## config.mk

```make
export PLATFORM = sky130hd
export DESIGN_NAME = mfcc_delta
export DESIGN_NICKNAME = d
export VERILOG_FILES = /design/src/rtl/mfcc_delta.sv
export SDC_FILE = /design/constraint.sdc
export NUM_CORES = 2
export LEC_CHECK = 0
export CAP_MARGIN = 20
export CELL_PAD_IN_SITES_DETAIL_PLACEMENT = 1
export CELL_PAD_IN_SITES_GLOBAL_PLACEMENT = 2
export CORE_ASPECT_RATIO = 0.9
export CORE_MARGIN = 2
export CORE_UTILIZATION = 36
export DETAILED_ROUTE_END_ITERATION = 10
export MAX_ROUTING_LAYER = met4
export PLACE_DENSITY_LB_ADDON = 0.1
export SLEW_MARGIN = 15
export SYNTH_ARGS = -nofsm -noshare
export SYNTH_HDL_FRONTEND = slang
export SYNTH_SLANG_ARGS = --single-unit
```

## constraint.sdc

```tcl
create_clock -name clk -period 14.8 [get_ports clk]
set_input_delay 3.7 -clock clk [delete_from_list [all_inputs] [get_ports clk]]
set_output_delay 3.7 -clock clk [all_outputs]
set_load 0.01 [all_outputs]
```

## src/rtl/mfcc_delta.sv

```systemverilog
// Cepstral delta stage: a ring of recent frames feeds a two-stage pipeline that emits the centre
// frame's static coefficient and its regression delta, one coefficient per cycle.
module mfcc_delta #(
  parameter int NUM_CEPS   = 12,
  parameter int CEPS_WIDTH = 16,
  parameter int DELTA_N    = 2
) (
  input  logic                          clk,
  input  logic                          rst_n,
  input  logic                          in_valid,
  input  logic [$clog2(NUM_CEPS)-1:0]   ceps_ptr_i,
  input  logic signed [CEPS_WIDTH-1:0]  ceps_in,
  input  logic                          frame_done_i,
  output logic                          out_valid_o,
  output logic [$clog2(NUM_CEPS)-1:0]   out_ptr_o,
  output logic signed [CEPS_WIDTH-1:0]  ceps_o,
  output logic signed [CEPS_WIDTH-1:0]  delta_o,
  output logic                          done_o,
  output logic                          busy_o,
  output logic                          overrun_o
);
  localparam int HIST  = 2*DELTA_N + 2;
  localparam int TAPS  = 2*DELTA_N + 1;
  localparam int PW    = $clog2(NUM_CEPS);
  localparam int SW    = $clog2(HIST);
  localparam int ACCW  = CEPS_WIDTH + 5;
  localparam int PRW   = ACCW + 17;
  localparam int RECIP = (DELTA_N == 1) ? 16384 : (DELTA_N == 2) ? 3277 : 1170;
  localparam int MAXV  = 2**(CEPS_WIDTH-1) - 1;
  localparam int MINV  = -(2**(CEPS_WIDTH-1));

  typedef enum logic [1:0] {IDLE, COMPUTE, FLUSH, DONE} state_t;

  state_t          state;
  logic [SW-1:0]   wr_slot, wr_nxt, newest, held, held_nxt;
  logic [PW-1:0]   k, rd_ptr;
  logic            req_q, pending;
  logic [2:1]      vld_pipe;

  logic signed [CEPS_WIDTH-1:0] ring [HIST][NUM_CEPS];
  logic signed [CEPS_WIDTH-1:0] rd_c [TAPS];
  logic [SW-1:0]                tap_slot [TAPS];

  logic signed [ACCW-1:0]       acc;
  logic signed [PRW-1:0]        prod, rnd;
  logic signed [CEPS_WIDTH-1:0] dsat;

  function automatic logic [SW-1:0] slot_back(input logic [SW-1:0] s, input int d);
    int t;
    t = int'(s) - d;
    if (t < 0) t = t + HIST;
    return SW'(t);
  endfunction

  assign wr_nxt      = (wr_slot == SW'(HIST-1)) ? '0 : wr_slot + 1'b1;
  assign held_nxt    = (held == SW'(TAPS)) ? held : held + 1'b1;
  assign out_valid_o = vld_pipe[2];

  // tap j holds frame newest-j, so the centre is tap DELTA_N
  always_comb begin
    for (int j = 0; j < TAPS; j++) tap_slot[j] = slot_back(newest, j);
  end

  // The slot being filled is never among the taps, so writes are safe in any state.
  always_ff @(posedge clk) begin
    if (in_valid && (int'(ceps_ptr_i) < NUM_CEPS)) ring[wr_slot][ceps_ptr_i] <= ceps_in;
    for (int j = 0; j < TAPS; j++) rd_c[j] <= ring[tap_slot[j]][k];
  end

  always_comb begin
    acc = '0;
    for (int n = 1; n <= DELTA_N; n++)
      acc = acc + ACCW'(n) * (ACCW'(rd_c[DELTA_N-n]) - ACCW'(rd_c[DELTA_N+n]));
    prod = PRW'(acc) * PRW'(RECIP);
    rnd  = (prod + PRW'(16384)) >>> 15;
    if (rnd > PRW'(MAXV))      dsat = CEPS_WIDTH'(MAXV);
    else if (rnd < PRW'(MINV)) dsat = CEPS_WIDTH'(MINV);
    else                       dsat = CEPS_WIDTH'(rnd);
  end

  always_ff @(posedge clk or negedge rst_n) begin
    if (!rst_n) begin
      state     <= IDLE;
      wr_slot   <= '0;
      held      <= '0;
      newest    <= '0;
      k         <= '0;
      rd_ptr    <= '0;
      req_q     <= 1'b0;
      pending   <= 1'b0;
      vld_pipe  <= '0;
      out_ptr_o <= '0;
      ceps_o    <= '0;
      delta_o   <= '0;
      done_o    <= 1'b0;
      busy_o    <= 1'b0;
      overrun_o <= 1'b0;
    end else begin
      req_q <= frame_done_i && (held_nxt == SW'(TAPS));
      if (frame_done_i) begin
        wr_slot <= wr_nxt;
        held    <= held_nxt;
      end
      done_o      <= 1'b0;
      vld_pipe[1] <= (state == COMPUTE);
      vld_pipe[2] <= vld_pipe[1];
      rd_ptr      <= k;
      if (vld_pipe[1]) begin
        out_ptr_o <= rd_ptr;
        ceps_o    <= rd_c[DELTA_N];
        delta_o   <= dsat;
      end
      case (state)
        IDLE: if (req_q || pending) begin
          state   <= COMPUTE;
          busy_o  <= 1'b1;
          k       <= '0;
          newest  <= slot_back(wr_slot, 1);
          pending <= req_q && pending;
        end
        COMPUTE: begin
          if (k == PW'(NUM_CEPS-1)) begin
            k     <= '0;
            state <= FLUSH;
          end else begin
            k <= k + 1'b1;
          end
        end
        FLUSH: state <= DONE;
        DONE: begin
          done_o <= 1'b1;
          busy_o <= 1'b0;
          state  <= IDLE;
        end
        default: state <= IDLE;
      endcase
      // one request can wait; a second one while waiting is lost
      if (req_q && (state != IDLE)) begin
        if (pending) overrun_o <= 1'b1;
        else         pending   <= 1'b1;
      end
    end
  end
endmodule

```

==> flow_summary.yaml <==
sta:
  slew_violations: 0
  grt_setup_unrepaired: "no"
  finClkSkew_ns: 0.0447
  slew_headroom_pct: 17.4
  hold_viol: 0
  setup_tns_ns: 0
  tightest_slew_ns: 1.24
  clock.fmax_mhz: 97.3
  setup_viol: 0
  period_needed_ns: 10.28
  period_share_pct: 69.4
drt:
  maxUsedRoutingLayer: "met4"
  drc: 0
  avgRoutedWirePerCell_um: 38.1
  wl_um: 308000
  drt_iter0_drc: 6889
  met2WireLength_um: 140000
  ant_nets: 0
  via_per_inst: 6.51
  first_pass_iters: 6
  vias: 52660
  wl_met3_um: 22600
  met1_length_um: 136000
placement:
  place.gp.congestion: 0.847
  dp_hpwl_um: 203000
  portBuffers: 63
clocking:
  cts_resized: 0
  cts.clk_slew.worst_paths_ns: 0.06
  h-tree-depth: 4
  cts_tree: "built"
  numCtsBuffers: 153
  cts-hold-fix-buffers: 0
  clk_path_buf_depth: 3
  clk_latency_ns: 0.83
  cts_root_buf: "clkbuf_16"
  postCtsSetupBuffers: 0
  cts_sinks: 1294
critical_path:
  crit_start: "rd_c[0][0]"
  reg2reg_from: "rd_c[0][0]"
  critical_path_class: "reg -> reg"
  start_kind: "flip-flop"
  end_kind: "flip-flop"
  cp_max_fo: 18
  endpoint: "delta_o[7]"
  reg2reg_slack_ns: 4.52
  slowest_delay_ns: 0.48
  critPathMostFrequentCell: "ha_1"
  critical_path.slowest_cell: "fa_1"
  worstReg2RegEnd: "delta_o[7]"
  cp.arrival_ns: 10.96
  required_ns: 15.48
  worstRegToRegCells: 39
global_routing:
  grt_usage_pct: 27.2
  antenna_found_initial: 23
  grt_pass1_wl_um: 434000
  grt_pass1_vias: 52910
  grt_overflow_total: 0
  grt_max_degree: 104
logic_synthesis:
  synthTopCellsByCount: "mux4_2, edfxtp_1, nand2_1"
  synthCells: 4936
  synth_area_leaders: "edfxtp_1, mux4_2, ha_1"
  post-synth-top-count-cell: "mux4_2"
  synth_seq_cells: 1294
  synth.distinct_cells: 83
  ys_warn_count: 0
  syn-cell-area_um2: 82800
  synth_top_cell_area_share_pct: 41.8
  synthArstFlopShare_pct: 4.79
  synth_area_per_cell_um2: 16.8
  synth_top_area_cell: "edfxtp_1"
  synth_ff_type: "edfxtp_1"
  synthesis.nets: 5214
  synth-seq-area-share_pct: 45.6
  synth-edff-count: 1152
cells_and_area:
  syn_to_final_growth_pct: 11.5
  fill_cells: 22133
  drive_gt1_share_pct: 38.0
  final_nets: 5200
die:
  die-area_um2: 234000
  fp.dieH_um: 459
  fp-row-count: 166
  dieWidth_um: 509
  start_util_pct: 36.3
  pin_count: 64
  core_region_area_um2: 228000
run_status:
  status: "complete, no violations"
min_path:
  hp-class: "reg -> reg"
run:
  maxCapViolCount: 0
-- how the worst min path moves through the flow --
stage                from   endpoint  cells after the start
6_report       rd_c[2][8]  ceps_o[8]                      1
4_1_cts        rd_c[2][8]  ceps_o[8]                      1
3_3_place_gp   rd_c[2][4]  ceps_o[4]                      1
2_1_floorplan        k[2]  rd_ptr[2]                      0
3_5_place_dp   rd_c[2][8]  ceps_o[8]                      1
5_1_grt        rd_c[2][8]  ceps_o[8]                      1
-- worst max-delay path: cells and delay by family (launching register included) --
kind,cells,cell delay (ns)
muxes,1,0.38
AOI/OAI and AO/OA,14,3.41
and+or+nand+nor,8,1.53
DFF,1,0.32
xor gates and xnor gates,3,0.70
buffers and inverters,3,0.19
adders and majority gates,10,3.66
-- cells by family (layout without fill, tap and decap cells) --
kind of cell    count (synthesis)  after routing  share of synthesized area (%)
other cells                     0              8                              0
flops                        1294           1294                           45.6
buf+inv                       589            704                           3.10
fa+ha+maj                     254            254                           4.64
xor+xnor                       72             72                          0.762
simple gates                  641            641                           3.23
mux                          1567           1567                           38.8
compound gates                519            519                           3.88
-- state kept, by name, summed over array words and instances (netlist names) --
register / flops
ring: 1152
held: 3
req_q: 1
overrun_o: 1
pending: 1
k: 4
state: 2
delta_o: 16
newest: 3
rd_ptr: 4
rd_c: 80
wr_slot: 3
out_ptr_o: 4
ceps_o: 16
busy_o: 1
vld_pipe: 2
done_o: 1
-- layout make-up --
cell class                 instances  area (um^2)  area share (%)
clock inverter                    83          798           0.865
sequential                      1294        37800            40.9
timing repair buffer             246         2060            2.23
clock buffer                     201         4200            4.55
tap                             3024         3780            4.10
inverter                         174          666           0.721
multi-input combinational       3053        43000            46.6
antenna                            8         20.0          0.0217
-- through the flow --
step                      setup slack (ns)  util, %  cells  hold slack (ns)  area, um^2
after floorplan                       5.75        -   4936            0.352       82800
after global placement                4.59     38.3   7791            0.445       87300
after detailed placement              4.51     38.3   7791            0.453       87300
after CTS                             4.47     40.5   8075            0.465       92300
after global routing                  3.58     40.5   8078            0.471       92300
final                                 4.52     40.5   8083            0.464       92300
-- placed cells by master, fill, tap and decap left out, drive strengths merged, types with 46 or more instances in the layout --
master	n
a21oi	162
buf	200
clkbuf	201
clkdlybuf4s50	46
clkinv	61
dfrtp	62
dfxtp	80
edfxtp	1152
fa	88
ha	166
inv	179
mux2	69
mux2i	192
mux4	1306
nand2	277
nand3	49
nor2	234
o21ai	138
o22ai	73
xnor2	51
-- per-layer routing --
layer | GRT usage (%) | vias up
li1 | - | 20821
met4 | 7.87 | 0
met3 | 4.02 | 381
met2 | 40.0 | 2394
met1 | 39.2 | 29064
met5 | - | -
Power is left out: the tool's default activity adds up to more than one toggle a clock period on the data nets, which glitch-free logic cannot reach.
